===== config.mk =====
export PLATFORM = sky130hd
export DESIGN_NAME = pc_fetch_unit
export DESIGN_NICKNAME = d
export VERILOG_FILES = /design/src/rtl/pc_fetch_unit.sv
export SDC_FILE = /design/constraint.sdc
export NUM_CORES = 1
export LEC_CHECK = 0
export CORE_MARGIN = 4
export CORE_UTILIZATION = 43
export DETAILED_ROUTE_END_ITERATION = 6
export GPL_TIMING_DRIVEN = 0
export MAX_ROUTING_LAYER = met4
export PLACE_DENSITY_LB_ADDON = 0.15
export SYNTH_ARGS = -nofsm -noshare
export SYNTH_HDL_FRONTEND = slang
export SYNTH_SLANG_ARGS = --single-unit

===== constraint.sdc =====
create_clock -name clk -period 1.4 [get_ports clk]
set_input_delay 0.28 -clock clk [delete_from_list [all_inputs] [get_ports clk]]
set_output_delay 0.28 -clock clk [all_outputs]
set_load 0.03 [all_outputs]

===== src/rtl/pc_fetch_unit.sv =====
// SimpleCPU instruction-fetch front end: PC register, imem request FSM,
// instruction hand-off to decode. Optional feature macro: PC_WRAP_HALT_EN.

// Modulo-2^W adder; the carry out of the top bit is dropped.
module pc_eight_bit_adder #(
    parameter int W = 8
) (
    input  logic [W-1:0] a_i,
    input  logic [W-1:0] b_i,
    output logic [W-1:0] sum_o
);

    assign sum_o = a_i + b_i;

endmodule

// Two-input selector: sel_i=0 picks a_i, sel_i=1 picks b_i.
module pc_two_to_one_mux #(
    parameter int W = 8
) (
    input  logic [W-1:0] a_i,
    input  logic [W-1:0] b_i,
    input  logic         sel_i,
    output logic [W-1:0] y_o
);

    assign y_o = sel_i ? b_i : a_i;

endmodule

module pc_fetch_unit #(
    parameter int                ADDR_W   = 8,
    parameter int                INSTR_W  = 8,
    parameter logic [ADDR_W-1:0] RESET_PC = 8'h00
) (
    input  logic               clk,
    input  logic               rst,
    output logic               imem_req,
    output logic [ADDR_W-1:0]  imem_addr,
    input  logic               imem_ack,
    input  logic [INSTR_W-1:0] imem_rdata,
    input  logic               br_valid,
    input  logic [ADDR_W-1:0]  br_target,
    output logic [INSTR_W-1:0] instr,
    output logic [ADDR_W-1:0]  instr_pc,
    output logic               instr_valid,
    input  logic               instr_ready,
    output logic               halted
);

    typedef enum logic [1:0] {
        IDLE  = 2'd0,
        FETCH = 2'd1,
        ISSUE = 2'd2
`ifdef PC_WRAP_HALT_EN
        ,
        HALT  = 2'd3
`endif
    } state_t;

    state_t             state_q, state_d;
    logic [ADDR_W-1:0]  pc_q, pc_d;
    logic [INSTR_W-1:0] instr_q, instr_d;
    logic [ADDR_W-1:0]  instr_pc_q, instr_pc_d;

    logic [ADDR_W-1:0]  pc_inc;
    logic [ADDR_W-1:0]  pc_nxt;

    pc_eight_bit_adder #(.W(ADDR_W)) u_inc (
        .a_i   (pc_q),
        .b_i   (ADDR_W'(1)),
        .sum_o (pc_inc)
    );

    pc_two_to_one_mux #(.W(ADDR_W)) u_sel (
        .a_i   (pc_inc),
        .b_i   (br_target),
        .sel_i (br_valid),
        .y_o   (pc_nxt)
    );

    // Next-state and datapath: a redirect outranks ack, ready and halt.
    always_comb begin
        state_d    = state_q;
        pc_d       = pc_q;
        instr_d    = instr_q;
        instr_pc_d = instr_pc_q;
        unique case (state_q)
            IDLE: begin
                state_d = FETCH;
                if (br_valid) pc_d = pc_nxt;
            end
            FETCH: begin
                if (br_valid) begin
                    pc_d = pc_nxt;
                end else if (imem_ack) begin
                    instr_d    = imem_rdata;
                    instr_pc_d = pc_q;
                    pc_d       = pc_nxt;
                    state_d    = ISSUE;
                end
            end
            ISSUE: begin
                if (br_valid) begin
                    pc_d    = pc_nxt;
                    state_d = FETCH;
                end else if (instr_ready) begin
`ifdef PC_WRAP_HALT_EN
                    state_d = (&instr_pc_q) ? HALT : FETCH;
`else
                    state_d = FETCH;
`endif
                end
            end
`ifdef PC_WRAP_HALT_EN
            HALT: state_d = HALT;
`endif
            default: state_d = IDLE;
        endcase
    end

    // State and datapath registers with synchronous reset.
    always_ff @(posedge clk) begin
        if (rst) begin
            state_q    <= IDLE;
            pc_q       <= RESET_PC;
            instr_q    <= '0;
            instr_pc_q <= '0;
        end else begin
            state_q    <= state_d;
            pc_q       <= pc_d;
            instr_q    <= instr_d;
            instr_pc_q <= instr_pc_d;
        end
    end

    assign imem_req    = (state_q == FETCH);
    assign instr_valid = (state_q == ISSUE);
    assign imem_addr   = pc_q;
    assign instr       = instr_q;
    assign instr_pc    = instr_pc_q;

`ifdef PC_WRAP_HALT_EN
    assign halted = (state_q == HALT);
`else
    assign halted = 1'b0;
`endif

endmodule


==> impl_summary.txt <==
----------------------------------------------------
[Synth]
  Simple-gate area share of the yosys netlist ... 25.46%
  Combinational family with the most area after synthesis ... simple AND/OR/NAND/NOR gates
  Synth Register Bits ... 26
  Syn_area_per_cell ... 8.526 sq um
  Fraction of the yosys area taken by sequential cells ... about two fifths
  Mapped Cells ... ~150
  Adder-cell share of the synthesized area ... 0.9718%
  Share of the synthesized area in compound gates (AO/OA/AOI/OAI) ... 24.59%
  Cell area after synthesis ... 1287 sq um
  Synthesis warning total ... 0
  Unique masters post-synth ... 37
  Share of cell area taken by muxes after synthesis ... 0.7775%
  Net count after synthesis ... 173
  Xor-xnor portion of the synthesized cell area ... 0%

[STA]
  Final Skew ... 0.01135 ns
  Highest clock rate ... between 0.7 and 0.8 GHz
  Worst-case headroom to the max-slew limit ... between 50% and 60%
  Slew at the pin closest to its max-slew limit ... about 0.65 ns
  Hold slack ... 0.2329 ns
  Number of hold violations in the final report ... 0
  Setup-failing EPs final ... 0
  Post-layout minimum cycle time ... 1.367 ns
  Final number of max-transition violations ... 0
  Final critical-path share of the clock period ... a little over nine tenths

[Global routing]
  Largest net degree at the start of global routing ... 16
  Sum of overflow across all layers after global routing ... 0
  Met2 Track Usage GR ... 25.43%
  Global Route met3 Usage ... 4.676%
  GR Util All Layers ... 16.08%
  Global-route wire length before repair ... 5.126 mm
  Most Used Layer, Global Route ... met2
  Via count of the first global-routing pass ... roughly 1100
  Initial antenna violation count ... 0
  Met1 routing resource usage after global routing ... 19.78%

[Routing]
  Number of remaining DRC errors ... 0
  Iter 0 DRT Violations ... 35
  Total via count in the routed design ... about 1200
  Final ANT Viol Nets ... 0
  WL per Instance ... 13.58 um
  First-pass iteration count of the detailed router ... 4
  Aggregate routed wire length ... approximately 3.2 mm
  Post-DR vias/cell ... 5.293

[Clock tree]
  CTS Buffer Depth ... 2
  Root cell of the clock tree ... sky130_fd_sc_hd__clkbuf_4
  Insertion delay to the later sink of the worst-skew pair ... ~0.33 ns
  CTS clock-pin slew for the worst setup and hold paths ... 0.15 ns
  Clk sink count ... 26
  Inserted Clock Buffers ... 3
  TritonCTS clock tree ... built
  Number of hold buffers added after cts ... 0
  Number of H-tree branching levels ... 1

[Power and ir drop]
  IR drop worst, VDD ... 0.7068 mV
  Cell leakage power ... 0.6984 nW
  Power density over cell area ... 899.7 nW/um^2
  Overall power of the completed layout ... 1.687 mW

[Final layout]
  Diode insertion count for antenna repair ... 0
  Post-synthesis to final-layout area growth ... 45.68%
  Commonest non-fill, non-tap cells in the layout ... 29 x sky130_fd_sc_hd__nand2_1, 18 x sky130_fd_sc_hd__clkdlybuf4s50_1, 16 x sky130_fd_sc_hd__dfxtp_1, 13 x sky130_fd_sc_hd__a21oi_1, 13 x sky130_fd_sc_hd__clkdlybuf4s15_1
  Most common cell after layout, fill and taps aside ... sky130_fd_sc_hd__nand2_1
  Fillcell total ... 249
  Fraction of layout cells with a size suffix above 1 ... 33.33%
  Number of nets at the end of the flow ... 224

[Die]
  Number of rows in the core area ... 19
  Chip height ... 62.72 um
  Core footprint ... 2805 sq um
  Die Width ... approximately 63 um
  Initial core utilization ... a little under half
  Number of I/O pins ... 48
  Die outline area ... slightly below 4000 sq um

[Critical path]
  Data required time at the worst endpoint ... 1.66 ns
  CP peak stage delay ... 0.53 ns
  Critical path peak fanout ... 10
  Worst path slowest cell ... sky130_fd_sc_hd__clkdlybuf4s50_1
  Critical Path, Cell by Cell ... clkdlybuf4s50_1 -> nor2b_4 -> and3b_1 -> buf_6 -> buf_12 -> nand2_2 -> a21oi_2
  Data arrival time of the worst path ... ~1.6 ns
  Setup crit start kind ... primary input
  Critical path start-end classification ... primary input to flip-flop
  Kind of capture point of the worst setup path ... flip-flop

[Placement]
  Number of buffers inserted by port buffering ... 44
  Global placement routability congestion ... approximately 0.79
  HPWL Detailed ... roughly 2.3 mm

[Run]
  Max-capacitance violation count ... 0

[Status]
  Outcome ... finished clean

[Hold path]
  Min-delay worst type ... primary input to flip-flop

----------------------------------------------------
## registers in the layout, summed over array words and instances (netlist names)
| name | cells |
|---|---|
| imem_addr | 8 |
| state_q | 2 |
| instr_pc | 8 |
| instr | 8 |
## cells by family (layout without fill, tap and decap cells)
family / after synthesis / after routing
simple gates: 65 / 65
compound gates: 44 / 44
flops: 26 / 26
buf+inv: 13 / 63
fa+ha+maj: 1 / 1
other cells: 1 / 1
mux: 1 / 1
## where the power goes
part	switching, mW	internal (mW)	total (mW)
Sequential	0.0385	0.774	0.812
Combinational	0.189	0.169	0.358
Clock	0.228	0.290	0.518
## cell type report
type | count | area, sq um | share of cell area, %
multi-input cells | 112 | 693.2 | 36.96
flip-flops and latches | 26 | 538.0 | 28.69
repair buffers | 46 | 450.4 | 24.02
plain buffers | 12 | 98.84 | 5.270
well taps | 31 | 38.79 | 2.068
clock inverters | 1 | 30.03 | 1.601
clock buffers | 3 | 22.52 | 1.201
inverters | 1 | 3.754 | 0.2001
## cells in the mapped netlist
| cell type | instances | area share (%) |
|---|---|---|
| sky130_fd_sc_hd__a31oi_1 | 1 | 0.49 |
| sky130_fd_sc_hd__a31o_2 | 1 | 0.68 |
| sky130_fd_sc_hd__a22oi_1 | 1 | 0.58 |
| sky130_fd_sc_hd__buf_2 | 4 | 1.6 |
| sky130_fd_sc_hd__nor3_1 | 4 | 1.6 |
| sky130_fd_sc_hd__nand2b_1 | 5 | 2.4 |
| sky130_fd_sc_hd__nor3b_1 | 2 | 1.2 |
| sky130_fd_sc_hd__a22o_1 | 1 | 0.68 |
| sky130_fd_sc_hd__nor2b_1 | 3 | 1.5 |
| sky130_fd_sc_hd__conb_1 | 1 | 0.29 |
| sky130_fd_sc_hd__ha_1 | 1 | 0.97 |
| sky130_fd_sc_hd__o32ai_1 | 2 | 1.4 |
| sky130_fd_sc_hd__o31ai_1 | 1 | 0.58 |
| sky130_fd_sc_hd__o21ai_0 | 4 | 1.6 |
| sky130_fd_sc_hd__o41ai_2 | 1 | 1.3 |
| sky130_fd_sc_hd__a21o_1 | 1 | 0.58 |
| sky130_fd_sc_hd__nand3b_2 | 1 | 0.87 |
| sky130_fd_sc_hd__and3_1 | 2 | 0.97 |
| sky130_fd_sc_hd__a211oi_1 | 2 | 1.2 |
| sky130_fd_sc_hd__buf_6 | 2 | 1.7 |
| sky130_fd_sc_hd__o21a_1 | 3 | 1.7 |
| sky130_fd_sc_hd__nand2_1 | 29 | 8.5 |
| sky130_fd_sc_hd__buf_12 | 1 | 1.6 |
| sky130_fd_sc_hd__a21oi_2 | 12 | 8.2 |
| sky130_fd_sc_hd__buf_1 | 2 | 0.58 |
| sky130_fd_sc_hd__inv_1 | 1 | 0.29 |
| sky130_fd_sc_hd__nand3_1 | 1 | 0.39 |
| sky130_fd_sc_hd__and3b_1 | 1 | 0.68 |
| sky130_fd_sc_hd__nor2_1 | 5 | 1.5 |
| sky130_fd_sc_hd__mux2i_1 | 1 | 0.78 |
| sky130_fd_sc_hd__nor2b_2 | 1 | 0.68 |
| sky130_fd_sc_hd__a21oi_1 | 13 | 5.1 |
| sky130_fd_sc_hd__nand2_2 | 10 | 4.9 |
| sky130_fd_sc_hd__nand4_1 | 1 | 0.49 |
| sky130_fd_sc_hd__a311oi_1 | 1 | 0.68 |
| sky130_fd_sc_hd__dfxtp_1 | 26 | 40 |
| sky130_fd_sc_hd__buf_4 | 3 | 1.7 |
## stage by stage
stage	util, %	cell area (sq um)	cells	setup WS (ns)	TNS [ns]
2_1_floorplan	-	1290	151	0.07228	0
3_3_place_gp	63.07	1769	226	-0.2740	-4.815
3_5_place_dp	63.07	1769	226	-0.3034	-5.423
4_1_cts	64.59	1812	230	0.002780	0
5_1_grt	66.86	1876	232	-0.01354	-0.03990
6_report	66.86	1876	232	0.03323	0
## critical path: cells and delay by family
family,cells,cell delay [ns]
buf+inv,3,0.80
simple gates,3,0.43
compound gates,1,0.10
## path summary, 6_finish.rpt
check,startpoint,endpoint,slack [ns],depth (start not counted)
worst max-delay path,imem_ack,instr[2]$_SDFFE_PP0P_,0.03,7
worst min-delay path,rst,imem_addr[5]$_SDFFE_PP0P_,0.23,2
worst max register to register,imem_addr[1]$_SDFFE_PP0P_,imem_addr[6]$_SDFFE_PP0P_,0.08,5
worst min register to register,instr_pc[1]$_SDFFE_PP0P_,instr_pc[1]$_SDFFE_PP0P_,0.46,2
## routing by layer
layer | routed length, um | vias up
li1 | - | 617
met1 | 1375 | 562
met2 | 1537 | 43
met3 | 184 | 6
met4 | 54 | 0
met5 | 0 | -
## what timing repair did
action                     4_1_cts  5_1_grt
pin swaps                        0        0
setup buffers                    0        2
setup endpoints to repair       26       32
resized for setup               55       37
(Power assumes the default switching activity.)
